$ cat config.mk
export PLATFORM = sky130hd
export DESIGN_NAME = uart_tx_scheduler
export DESIGN_NICKNAME = d
export VERILOG_FILES = /design/src/rtl/uart_tx_scheduler.sv
export SDC_FILE = /design/constraint.sdc
export NUM_CORES = 1
export LEC_CHECK = 0
export BUFFER_PORTS_ARGS = -buffer_cell sky130_fd_sc_hd__buf_2
export CAP_MARGIN = 20
export CORE_MARGIN = 5
export CORE_UTILIZATION = 40
export DETAILED_ROUTE_END_ITERATION = 10
export HOLD_SLACK_MARGIN = 0.1
export PLACE_DENSITY_LB_ADDON = 0.05
export SLEW_MARGIN = 20
export SYNTH_ARGS = -nofsm -noshare
export SYNTH_HDL_FRONTEND = slang
export SYNTH_SLANG_ARGS = --single-unit
$ cat constraint.sdc
create_clock -name clock -period 4.6 [get_ports clock]
set_input_delay 0.69 -clock clock [delete_from_list [all_inputs] [get_ports clock]]
set_output_delay 0.69 -clock clock [all_outputs]
set_load 0.05 [all_outputs]
$ cat src/rtl/uart_tx_scheduler.sv
// uart_tx_scheduler: round-robin change/force scheduler feeding a UART byte FIFO.
// Optional periodic resend of every channel when TX_SCHED_REFRESH_EN is defined.
module uart_tx_scheduler #(
  parameter int         CHANNELS       = 4,
  parameter int         DEPTH          = 8,
  parameter logic [7:0] IDLE_BYTE      = 8'h00,
  parameter int         REFRESH_CYCLES = 153600
) (
  input  logic                                          clock,
  input  logic                                          reset,
  input  logic [8*CHANNELS-1:0]                         ch_data,
  input  logic [CHANNELS-1:0]                           ch_force,
  input  logic                                          tx_ready,
  output logic [7:0]                                    tx_bits,
  output logic [$clog2(DEPTH):0]                        fifo_count,
  output logic                                          stall,
  output logic [(CHANNELS > 1 ? $clog2(CHANNELS) : 1)-1:0] grant_ch,
  output logic                                          push
);

  localparam int CW = (CHANNELS > 1) ? $clog2(CHANNELS) : 1;
  localparam int AW = $clog2(DEPTH);

  logic [7:0]          shadow [CHANNELS];
  logic [CHANNELS-1:0] force_pend;
  logic [CHANNELS-1:0] pending;
  logic [CHANNELS-1:0] refresh_set;
  logic [CHANNELS-1:0] grant_clr;
  logic [CW-1:0]       rr_ptr;
  logic [CW-1:0]       grant;
  logic [CW-1:0]       idx;
  logic                found;
  logic [7:0]          push_byte;

  logic [7:0]          mem [DEPTH];
  logic [AW-1:0]       wr_ptr;
  logic [AW-1:0]       rd_ptr;
  logic                full;
  logic                empty;
  logic                pop;

  assign full  = fifo_count == (AW+1)'(DEPTH);
  assign empty = fifo_count == '0;
  assign pop   = tx_ready & ~empty;

  // A channel is pending when its value differs from the last enqueued one or a resend is owed.
  always_comb begin
    pending = '0;
    for (int i = 0; i < CHANNELS; i++) begin
      pending[i] = (ch_data[8*i +: 8] != shadow[i]) | force_pend[i];
    end
  end

  // Round-robin search for the first pending channel at or after rr_ptr.
  always_comb begin
    found = 1'b0;
    grant = '0;
    idx   = '0;
    for (int k = 0; k < CHANNELS; k++) begin
      idx = CW'((int'(rr_ptr) + k) % CHANNELS);
      if (!found && pending[idx]) begin
        found = 1'b1;
        grant = idx;
      end
    end
  end

  // Select the granted channel's current byte.
  always_comb begin
    push_byte = 8'h00;
    for (int i = 0; i < CHANNELS; i++) begin
      if (grant == CW'(i)) push_byte = ch_data[8*i +: 8];
    end
  end

  assign push      = ~reset & found & ~full;
  assign grant_ch  = push ? grant : '0;
  assign stall     = full & (|pending);
  assign grant_clr = push ? (CHANNELS'(1) << grant) : '0;

`ifdef TX_SCHED_REFRESH_EN
  localparam int RW = (REFRESH_CYCLES > 1) ? $clog2(REFRESH_CYCLES) : 1;

  logic [RW-1:0] refresh_cnt;
  logic          refresh_wrap;

  assign refresh_wrap = refresh_cnt == RW'(REFRESH_CYCLES - 1);
  assign refresh_set  = {CHANNELS{refresh_wrap}};

  // Free-running period counter; each wrap owes a resend on every channel.
  always_ff @(posedge clock or posedge reset) begin
    if (reset)             refresh_cnt <= '0;
    else if (refresh_wrap) refresh_cnt <= '0;
    else                   refresh_cnt <= refresh_cnt + 1'b1;
  end
`else
  logic [31:0] unused_refresh;

  assign unused_refresh = 32'(REFRESH_CYCLES);
  assign refresh_set    = '0;
`endif

  // Shadow capture, force bookkeeping (set wins over grant clear) and rotation.
  always_ff @(posedge clock or posedge reset) begin
    if (reset) begin
      for (int i = 0; i < CHANNELS; i++) shadow[i] <= 8'h00;
      force_pend <= '0;
      rr_ptr     <= '0;
    end else begin
      if (push) begin
        shadow[grant] <= push_byte;
        rr_ptr <= (grant == CW'(CHANNELS - 1)) ? '0 : grant + 1'b1;
      end
      force_pend <= (force_pend & ~grant_clr) | ch_force | refresh_set;
    end
  end

  // FIFO storage needs no reset; pointers define validity.
  always_ff @(posedge clock) begin
    if (push) mem[wr_ptr] <= push_byte;
  end

  // FIFO pointers and occupancy.
  always_ff @(posedge clock or posedge reset) begin
    if (reset) begin
      wr_ptr     <= '0;
      rd_ptr     <= '0;
      fifo_count <= '0;
    end else begin
      if (push) wr_ptr <= wr_ptr + 1'b1;
      if (pop)  rd_ptr <= rd_ptr + 1'b1;
      unique case ({push, pop})
        2'b10:   fifo_count <= fifo_count + 1'b1;
        2'b01:   fifo_count <= fifo_count - 1'b1;
        default: fifo_count <= fifo_count;
      endcase
    end
  end

  // Output byte only moves on a UART ready pulse; idle byte when nothing queued.
  always_ff @(posedge clock or posedge reset) begin
    if (reset)         tx_bits <= IDLE_BYTE;
    else if (tx_ready) tx_bits <= empty ? IDLE_BYTE : mem[rd_ptr];
  end

endmodule

* Word-level counts from Yosys, hierarchy flattened
Memory sizes are Yosys's and may differ from the RTL's.
Index checks and enable logic that the tools add are counted.
Widths: inputs -> output; s select.
** Word-level totals
- Bits of input ports :: 39
- Bits in writable memories :: 64
- Register bits :: 56
- Memories kept :: 1
** Cells by class
- Bitwise logic cells :: 15
- $add $sub $neg :: 8
- Magnitude comparators :: 6
- Shifts and indexed selects :: 1
- Reduce and logical (&&, ||, !) cells :: 11
- Multiplexer cells :: 30
- Equality and inequality tests :: 10
** Memory list
- mem :: words 8, width 8, read ports 1, clocked after Yosys merged registers in 0, wr ports 1, line 35 : logic [7:0] mem [DEPTH];
** Operator list (number)
- $mux 8 :: 6
- $bwmux 32 :: 1
- $ne 8x8->1 :: 4
- $demux 8 s2 :: 1
- $lt 2x3->1 const B :: 4
- $mux 2 :: 6
- $mux 1 :: 10
- $bmux 1 s2 :: 4
- $pmux 4 s2 :: 1
- $add 3x1->3 const B :: 2
- $eq 2x2->1 const B :: 3
- $add 2x1->2 const B :: 2
- $add 2x2->2 const B :: 2
- $add 4x1->4 const B :: 1
- $and 1x1->1 :: 4
- $and 4x4->4 :: 1
- $eq 2x1->1 const B :: 2
- $eq 4x4->1 const B :: 1
- $logic_and 1x1->1 :: 4
- $logic_not 4->1 :: 1
- $mux 4 :: 1
- $not 4->4 :: 1
- $or 1x1->1 :: 4
- $or 4x4->4 :: 1
- 10 further kinds :: 14

* Depth between registers and ports, before layout
Gate-level depths: netlist of the first run.
- Depth in word-level cells :: 20
- Mapped depth :: 13
- Depth with buffers taken out :: 11

* Worst setup path before layout of the first run
Ideal clock, no wire load.
- Path type :: input port to flip-flop
- Start :: in ch_data[14]
- End :: reg shadow[12] (netlist bit)
- Arrival :: 3.515 ns
- Required time :: 4.532 ns
- Path slack :: 1.018 ns
- Cell stages on the path :: 12
- Cell sequence :: xnor2_1 nand3_1 nor3_2 o221ai_1 and2_1 ha_1 clkbuf_1 nand3b_1 a21oi_1 a21oi_1 o21ai_0 mux2_2
** On the way
- Cells in the longest elaborated chain, start to end :: 20
- Elaborated cells on any way between the ends :: 41
- Those cells by class :: 2 x order compare; 4 x eq/ne; 23 x mux; 4 x bitwise; 8 x reduce/logical
** RTL lines
- start: declaration :: line 11 : input logic [8*CHANNELS-1:0] ch_data,
- $ne 8x8->1 * :: line 50 : pending[i] = (ch_data[8*i +: 8] != shadow[i]) | force_pend[i];
- $or 1x1->1 * :: line 50
- $bmux 1 s2 :: line 61 : if (!found && pending[idx]) begin
- $mux 1 (implied by the code) :: line 61
- $mux 1 :: line 61
- $logic_not 1->1 :: line 61
- $logic_and 1x1->1 :: line 61
- $mux 1 :: line 61
- (+3 left out)
- $logic_not 1->1 :: line 61
- $logic_and 1x1->1 :: line 61
- $mux 2 * :: line 61
- $logic_not 2->1 :: line 72 : if (grant == CW'(i)) push_byte = ch_data[8*i +: 8];
- $mux 8 (3 in a row) :: line 72
- $mux 8 * :: line 72
- named net push_byte[4] :: line 33 : logic [7:0] push_byte;
- $bwmux 32 * :: line 111 : shadow[grant] <= push_byte;
- end signal: indexed assignment :: line 111
- end: declaration :: line 24 : logic [7:0] shadow [CHANNELS];
The timed path passes the listed nets; every way through them passes the cells marked *. The select of a mux whose other input is x is not followed.
A chain may end at the register's enable or synchronous reset.

* Worst setup path after layout of the first run
- Start :: reg shadow[13] (netlist bit)
- End :: reg shadow[30] (netlist bit)
** On the way
- Cells in the longest elaborated chain, start to end :: 20
- Elaborated cells on any way between the ends :: 41
- Those cells by class :: 2 x order compare; 4 x eq/ne; 23 x mux; 4 x bitwise; 8 x reduce/logical
** RTL lines (line)
- $ne 8x8->1 * :: 50
- $or 1x1->1 * :: 50
- $bmux 1 s2 :: 61
- $mux 1 (implied by the code) :: 61
- $mux 1 :: 61
- $logic_not 1->1 :: 61
- $logic_and 1x1->1 :: 61
- $mux 1 :: 61
- (+3 left out)
- $logic_not 1->1 :: 61
- $logic_and 1x1->1 :: 61
- $mux 2 * :: 61
- $logic_not 2->1 :: 72
- $mux 8 (3 in a row) :: 72
- $mux 8 * :: 72
- named net push_byte[6] :: 33
- $bwmux 32 * :: 111
Marked as above.

==> results of run 1 <==
## area by class of cell
type | count | area share, %
inverter | 17 | 0.9281
timing repair buffer | 72 | 5.896
clock buffer | 18 | 6.388
tap | 180 | 3.276
clock inverter | 14 | 2.821
sequential | 120 | 48.33
multi-input combinational | 245 | 32.36
## cell families (layout without fill, tap and decap cells)
family | Yosys count | in the layout | share of synthesized area, %
flip-flops | 120 | 120 | 58.42
AND/OR/NAND/NOR | 80 | 80 | 8.271
multiplexers | 59 | 59 | 14.80
AO/OA/AOI/OAI | 56 | 56 | 7.523
XOR/XNOR | 41 | 41 | 6.313
buffers and inverters | 35 | 121 | 2.684
adder cells (fa/ha/maj) | 9 | 9 | 1.980
## registers in the layout, summed over array words and instances (netlist names)
name and cells:
force_pend 4, rr_ptr 2, rd_ptr 3, wr_ptr 3, tx_bits 8, shadow 32
fifo_count 4, mem 64
## power groups by stage
stage          Sequential [mW]  Combinational (mW)  Clock, mW
2_1_floorplan             1.95                1.20          0
3_3_place_gp              1.88                1.78          0
3_5_place_dp              1.88                1.81          0
4_1_cts                   1.87                1.81       1.45
5_1_grt                   1.90                1.96       1.50
6_report                  1.86                1.79       1.43
## metal layers
metal  wire (um)  part of all wire, %  global-route usage (%)
met1        5883                   45                   22.27
met2        6333                   49                   26.40
met3         547                  4.2                   4.328
met4         283                  2.2                   6.362
met5           0                    0                       0
## cells in the final DEF (no fill, tap or decap), drive strengths merged, types with 13 or more instances in the layout
cell	count
nand2	31
xor2	28
edfxtp	64
mux4	16
dfrtp	56
mux2	35
inv	21
buf	72
clkbuf	18
xnor2	13
a21oi	20
## worst max-delay path, cell delays in order, from the launching register on
cell	delay, ns
dfrtp_1	0.42
xor2_1	0.18
nor4_2	0.39
nand3_1	0.25
a32oi_1	0.35
and2_1	0.22
ha_1	0.39
nand2_1	0.10
a21oi_1	0.14
a21oi_1	0.06
o21ai_1	0.65
mux2_2	0.29
## cells in the mapped netlist (all sizes together)
master and number:
edfxtp 64, clkbuf 8, mux4 16, a32oi 2
mux2i 8, a41oi 4, a21oi 20, nand4 4
dfrtp 56, or3 1, nand2b 2, buf 10
inv 17, a41o 2, nor4 6, and3 4
o221ai 1, xnor2 13, xor2 28, o21ai 10
nor2 5, o22ai 9, nor3 9, nand3 4
o21bai 3, nand2 31, o41ai 2, nor4b 2
nand3b 10, and2 2, a21o 1, o211ai 1
a31oi 1, ha 9, mux2 35
## worst paths after layout
kind                                     from            end  slack (ns)  cells after the start
worst max-delay path               shadow[13]     shadow[30]        1.11                     11
max in group asynchronous               reset     tx_bits[4]        3.41                      3
worst max register to register     shadow[13]     shadow[30]        1.11                     11
worst min-delay path                    reset      shadow[3]        0.31                      2
worst min register to register  force_pend[3]  force_pend[3]        0.49                      1
min in group clock                ch_force[3]  force_pend[3]        0.46                      2
## through the flow
| step | util (%) | power, mW | instance area [um2] |
|---|---|---|---|
| floorplan | - | 3.153 | 5688 |
| global placement | 44.80 | 3.654 | 6242 |
| detailed placement | 44.80 | 3.689 | 6242 |
| CTS | 49.34 | 5.129 | 6875 |
| global route | 49.34 | 5.363 | 6875 |
| finish | 49.34 | 5.081 | 6875 |
==> impl_results.md, run 1 <==
- Register area share after synthesis: 58.42%
- Post-Syn Area: 5688 um2
- Via count: 3523
- Post-synth cell types: 47
- Crit path launch type: flop
- Power Density: 738.9 nW/um2
- Sink Count: 120
- Share of the synthesized area in the top cell type: 33.79%
- Avg Synthesized Cell Area: 14.22 um2
- Root Buffer: clkbuf_16
- WL final: 13050 um
- Initial antenna violation count: 0
- DRT iter0 DRCs: 156
- Final min period: 3.494 ns
- Sw Pwr: 1.817 mW
- Sequential Power Share: 36.6%
- Final Cycle Share: 75.96%
- HPWL Detailed: 9190 um
- Drt via density: 5.290
- Maxcap violations: 0
- First-pass GRT wire length: 20790 um
- Pre-antenna DRT Iters: 7
- Hold WS: 0.3076 ns
- Int Power: 3.264 mW
- Layout cells sized above 1: 32.92%
- Die Footprint: 16700 um2
- Synth-to-Final Area Change: 20.88%
- Worst-margin pin slew: 0.8421 ns
- Grt total ovfl: 0
- FF/Latch Area: 3323 um2
- Vias in the first global route: 3675
- Mapped Cells: 400
- Synth Warn #: 0
- Die W: 129.2 um
- PostCTS Resize Cnt: 0
- Clock power share: 28.1%
- Boundary Pins: 55
- Starting Density: 40.82%
- Final net count: 521
- Setup Crit Path Kind: reg -> reg
- Post-Syn Nets: 448
- Logic pwr share: 35.3%
- Sw Share: 35.76%
- Die Span Y: 129.2 um
- Final worst slack: 1.106 ns
- Overall Global Routing Usage: 16.71%
- Worst Skew: 0.007237 ns
- Largest net degree at the start of global routing: 37
- Ant. Diodes: 0
- Multi-input gate area: 2225 um2
- RePlAce Congestion: 0.8724
- Detail Route Antenna Nets: 0
- Core Box Area: 13930 um2
- Post-CTS setup buffer count: 0
- Avg WL per Cell: 19.59 um
- Fin Setup TNS: 0 ns
- Biggest area consumer among synthesized cells: edfxtp_1
- Clock-pin slew on the worst setup and hold paths: 0.06 ns
- IO buf count: 54
- Maximum VDD drop: 0.0002975 V
- Worst skew pair latency: 0.41 ns
- Fin cells: 666
- Crit path DAT: 3.84 ns
- Fmax: 286.2 MHz
- Largest cells by area after synthesis: edfxtp_1, dfrtp_1, mux4_2
- Final-layout fill cell count: 1230
- Leak Pwr: 2.757 nW
- Pre-CTS setup slack: 0.4625 ns
- Unrepaired setup endpoints after global routing: false
- Run status: complete, no violations
- Max FO, Critical Path: 13
- Hold violation total from the final report: 0
- Placed cell count: 634
- CTS Buffer Depth: 2
- Post-synthesis register bit count: 120
- Required time of the critical path: 4.95 ns
- Cell row count: 43
- Critical Path End Type: flop
- Hold Crit Class: in -> async
- # hold bufs at CTS: 0
- Drt drc: 0
- Final setup violating endpoints: 0
- Rel. slew slack: 43.86%
- Num CTS Buffers: 17
- Slew Limit Fails: 0
- CTS tree: yes
- Htree depth: 4
No activity file was read; power rests on OpenSTA's default activity.
==> run 2, diff against run 1 <==
==> constraint.sdc (replaced) <==
create_clock -name clock -period 3.2 [get_ports clock]
set_input_delay 0.48 -clock clock [delete_from_list [all_inputs] [get_ports clock]]
set_output_delay 0.48 -clock clock [all_outputs]
set_load 0.05 [all_outputs]
==> impl_results.md, run 2 (synthesized netlist as in run 1, its figures left out) <==
- Maxcap violations: 0 (unchanged)
- Most common cell after layout, fill and taps aside: buf_4
- Drt drc: 0 (unchanged)
- IO buf count: 54 (unchanged)
- Htree depth: 4 (unchanged)
- Layout cells sized above 1: 40.11% (+7.2 points)
- Run status: complete, no violations
- Die W: 129.2 um (unchanged)
- Reg2Reg Launch Point: shadow[13]
- FF/Latch Area: 3323 um2 (unchanged)
- DRT iter0 DRCs: 221 (+42%)
- Num CTS Buffers: 17 (unchanged)
- Dpl cell area: 6694 um2 (+7.2%)
- Crit path launch type: flop
- Die Footprint: 16700 um2 (unchanged)
- Hold Crit Class: in -> async
- Met2 global-route usage: 30.79% (+4.4 points)
- Ant. Diodes: 0 (unchanged)
- HPWL Detailed: 10290 um (+12%)
- Hold WS: 0.1730 ns (-0.1346 ns)
- Grt total ovfl: 0 (unchanged)
- Most frequent cells in the layout: buf_4, edfxtp_1, dfrtp_1
- Slew Limit Fails: 0 (unchanged)
- First-pass GRT wire length: 21900 um (+5.3%)
- Crit path DAT: 2.57 ns (-1.27 ns)
- Unrepaired setup endpoints after global routing: false
- Power Density: 1040 nW/um2 (+41%)
- M3 GR Usage: 4.369% (+0.041 points)
- RePlAce Congestion: 0.8384 (-3.9%)
- Final-layout fill cell count: 1192 (-3.1%)
- GR peak layer: met2
- Cell row count: 43 (unchanged)
- Leak Pwr: 3.090 nW (+12%)
- Critical Path End Type: output pin
- Final min period: 3.046 ns
- Final setup violating endpoints: 0 (unchanged)
- Hold violation total from the final report: 0 (unchanged)
- Maximum VDD drop: 0.0003833 V (+29%)
- Multi-input gate area: 2236 um2 (+0.51%)
- Vias in the first global route: 3985 (+8.4%)
- Synth-to-Final Area Change: 29.72%
- Pre-antenna DRT Iters: 4 (-3)
- Max FO, Critical Path: 7 (-6)
- Largest reg by FF count: mem
- CTS tree: yes
- Final net count: 581 (+12%)
- Worst Skew: 0.009374 ns (+0.002136 ns)
- Die Span Y: 129.2 um (unchanged)
- Boundary Pins: 55 (unchanged)
- GRT met1 Usage: 21.54% (-0.72 points)
- Final Cell Area: 7378 um2 (+7.3%)
- Crit. Startpoint: shadow[19]
- Avg WL per Cell: 19.18 um (-2.1%)
- Worst-margin pin slew: 1.047 ns (+0.2052 ns)
- Overall Global Routing Usage: 17.86% (+1.1 points)
- Largest regs: mem x64, shadow x32, tx_bits x8
- Starting Density: 40.82% (unchanged)
- Worst skew pair latency: 0.42 ns (about the same)
- Rel. slew slack: 29.65% (-14 points)
- Drt via density: 5.058 (-4.4%)
- Root Buffer: clkbuf_16
- Largest net degree at the start of global routing: 30 (-19%)
- Via count: 3672 (+4.2%)
- Required time of the critical path: 2.72 ns (-2.23 ns)
- Setup Crit Path Kind: reg -> out
- Max reg flops: 64 (unchanged)
- Sink Count: 120 (unchanged)
- Final Cycle Share: 95.19%
- CTS Buffer Depth: 2 (unchanged)
- Fmax: 328.3 MHz
- Core Box Area: 13930 um2 (unchanged)
- Detail Route Antenna Nets: 0 (unchanged)
- Initial antenna violation count: 0 (unchanged)
- Clock-pin slew on the worst setup and hold paths: 0.05 ns (about the same)
- WL final: 13930 um (+6.7%)
- R2r worst-path depth: 12 (+1)
run 2: stage by stage:
step / utilization (%) / TNS [ns] / setup slack [ns] / std cells / power (mW)
6_report: 52.95 / 0 / 0.1538 / 726 / 7.676
4_1_cts: 52.60 / 0 / 0.004092 / 721 / 7.724
2_1_floorplan: - / 0 / 0.006082 / 400 / 4.538
3_3_place_gp: 48.04 / -2.821 / -0.1340 / 689 / 5.581
5_1_grt: 52.95 / 0 / 0.03415 / 726 / 8.117
3_5_place_dp: 48.04 / -6.115 / -0.1884 / 689 / 5.626
run 2: power breakdown:
group / internal, mW / switching (mW) / total [mW]
clock: 1.38 / 0.696 / 2.08
sequential: 2.30 / 0.417 / 2.72
combinational: 1.33 / 1.55 / 2.88
run 2: final timing paths:
kind                       slack (ns)       endpoint
setup reg to reg                 0.24      mem[0][2]
max in group asynchronous        2.30     shadow[14]
setup / recovery                 0.15    grant_ch[1]
min in group clock               0.24  force_pend[3]
hold reg to reg                  0.48  force_pend[3]
hold / removal                   0.17  fifo_count[1]
run 2: repair_timing:
action	in CTS	in global routing
pin swaps	0	1
hold buffers	0	0
hold endpoints to repair	0	0
buffers inserted	0	4
endpoints found under the setup margin	8	76
gates resized for setup	1	7
run 2: worst max-delay path, stage by stage, from the launching register on:
cell	delay, ns
dfrtp_1	0.40
xnor2_1	0.19
nand3_1	0.21
or3_4	0.44
o41ai_4	0.45
buf_6	0.18
a21oi_1	0.05
buf_2	0.21
run 2: area by class of cell:
class,instances,area share (%)
clock buffers,20,5.918
well taps,180,3.052
clock inverters,12,2.696
inverters,17,0.8648
repair buffers,132,12.12
multi-input cells,245,30.30
flip-flops and latches,120,45.04
run 2: metal layers:
metal,vias to the layer above,wire length [um]
met1,1817,6058
met4,0,329
li1,1764,-
met2,72,7127
met3,19,408
met5,-,0
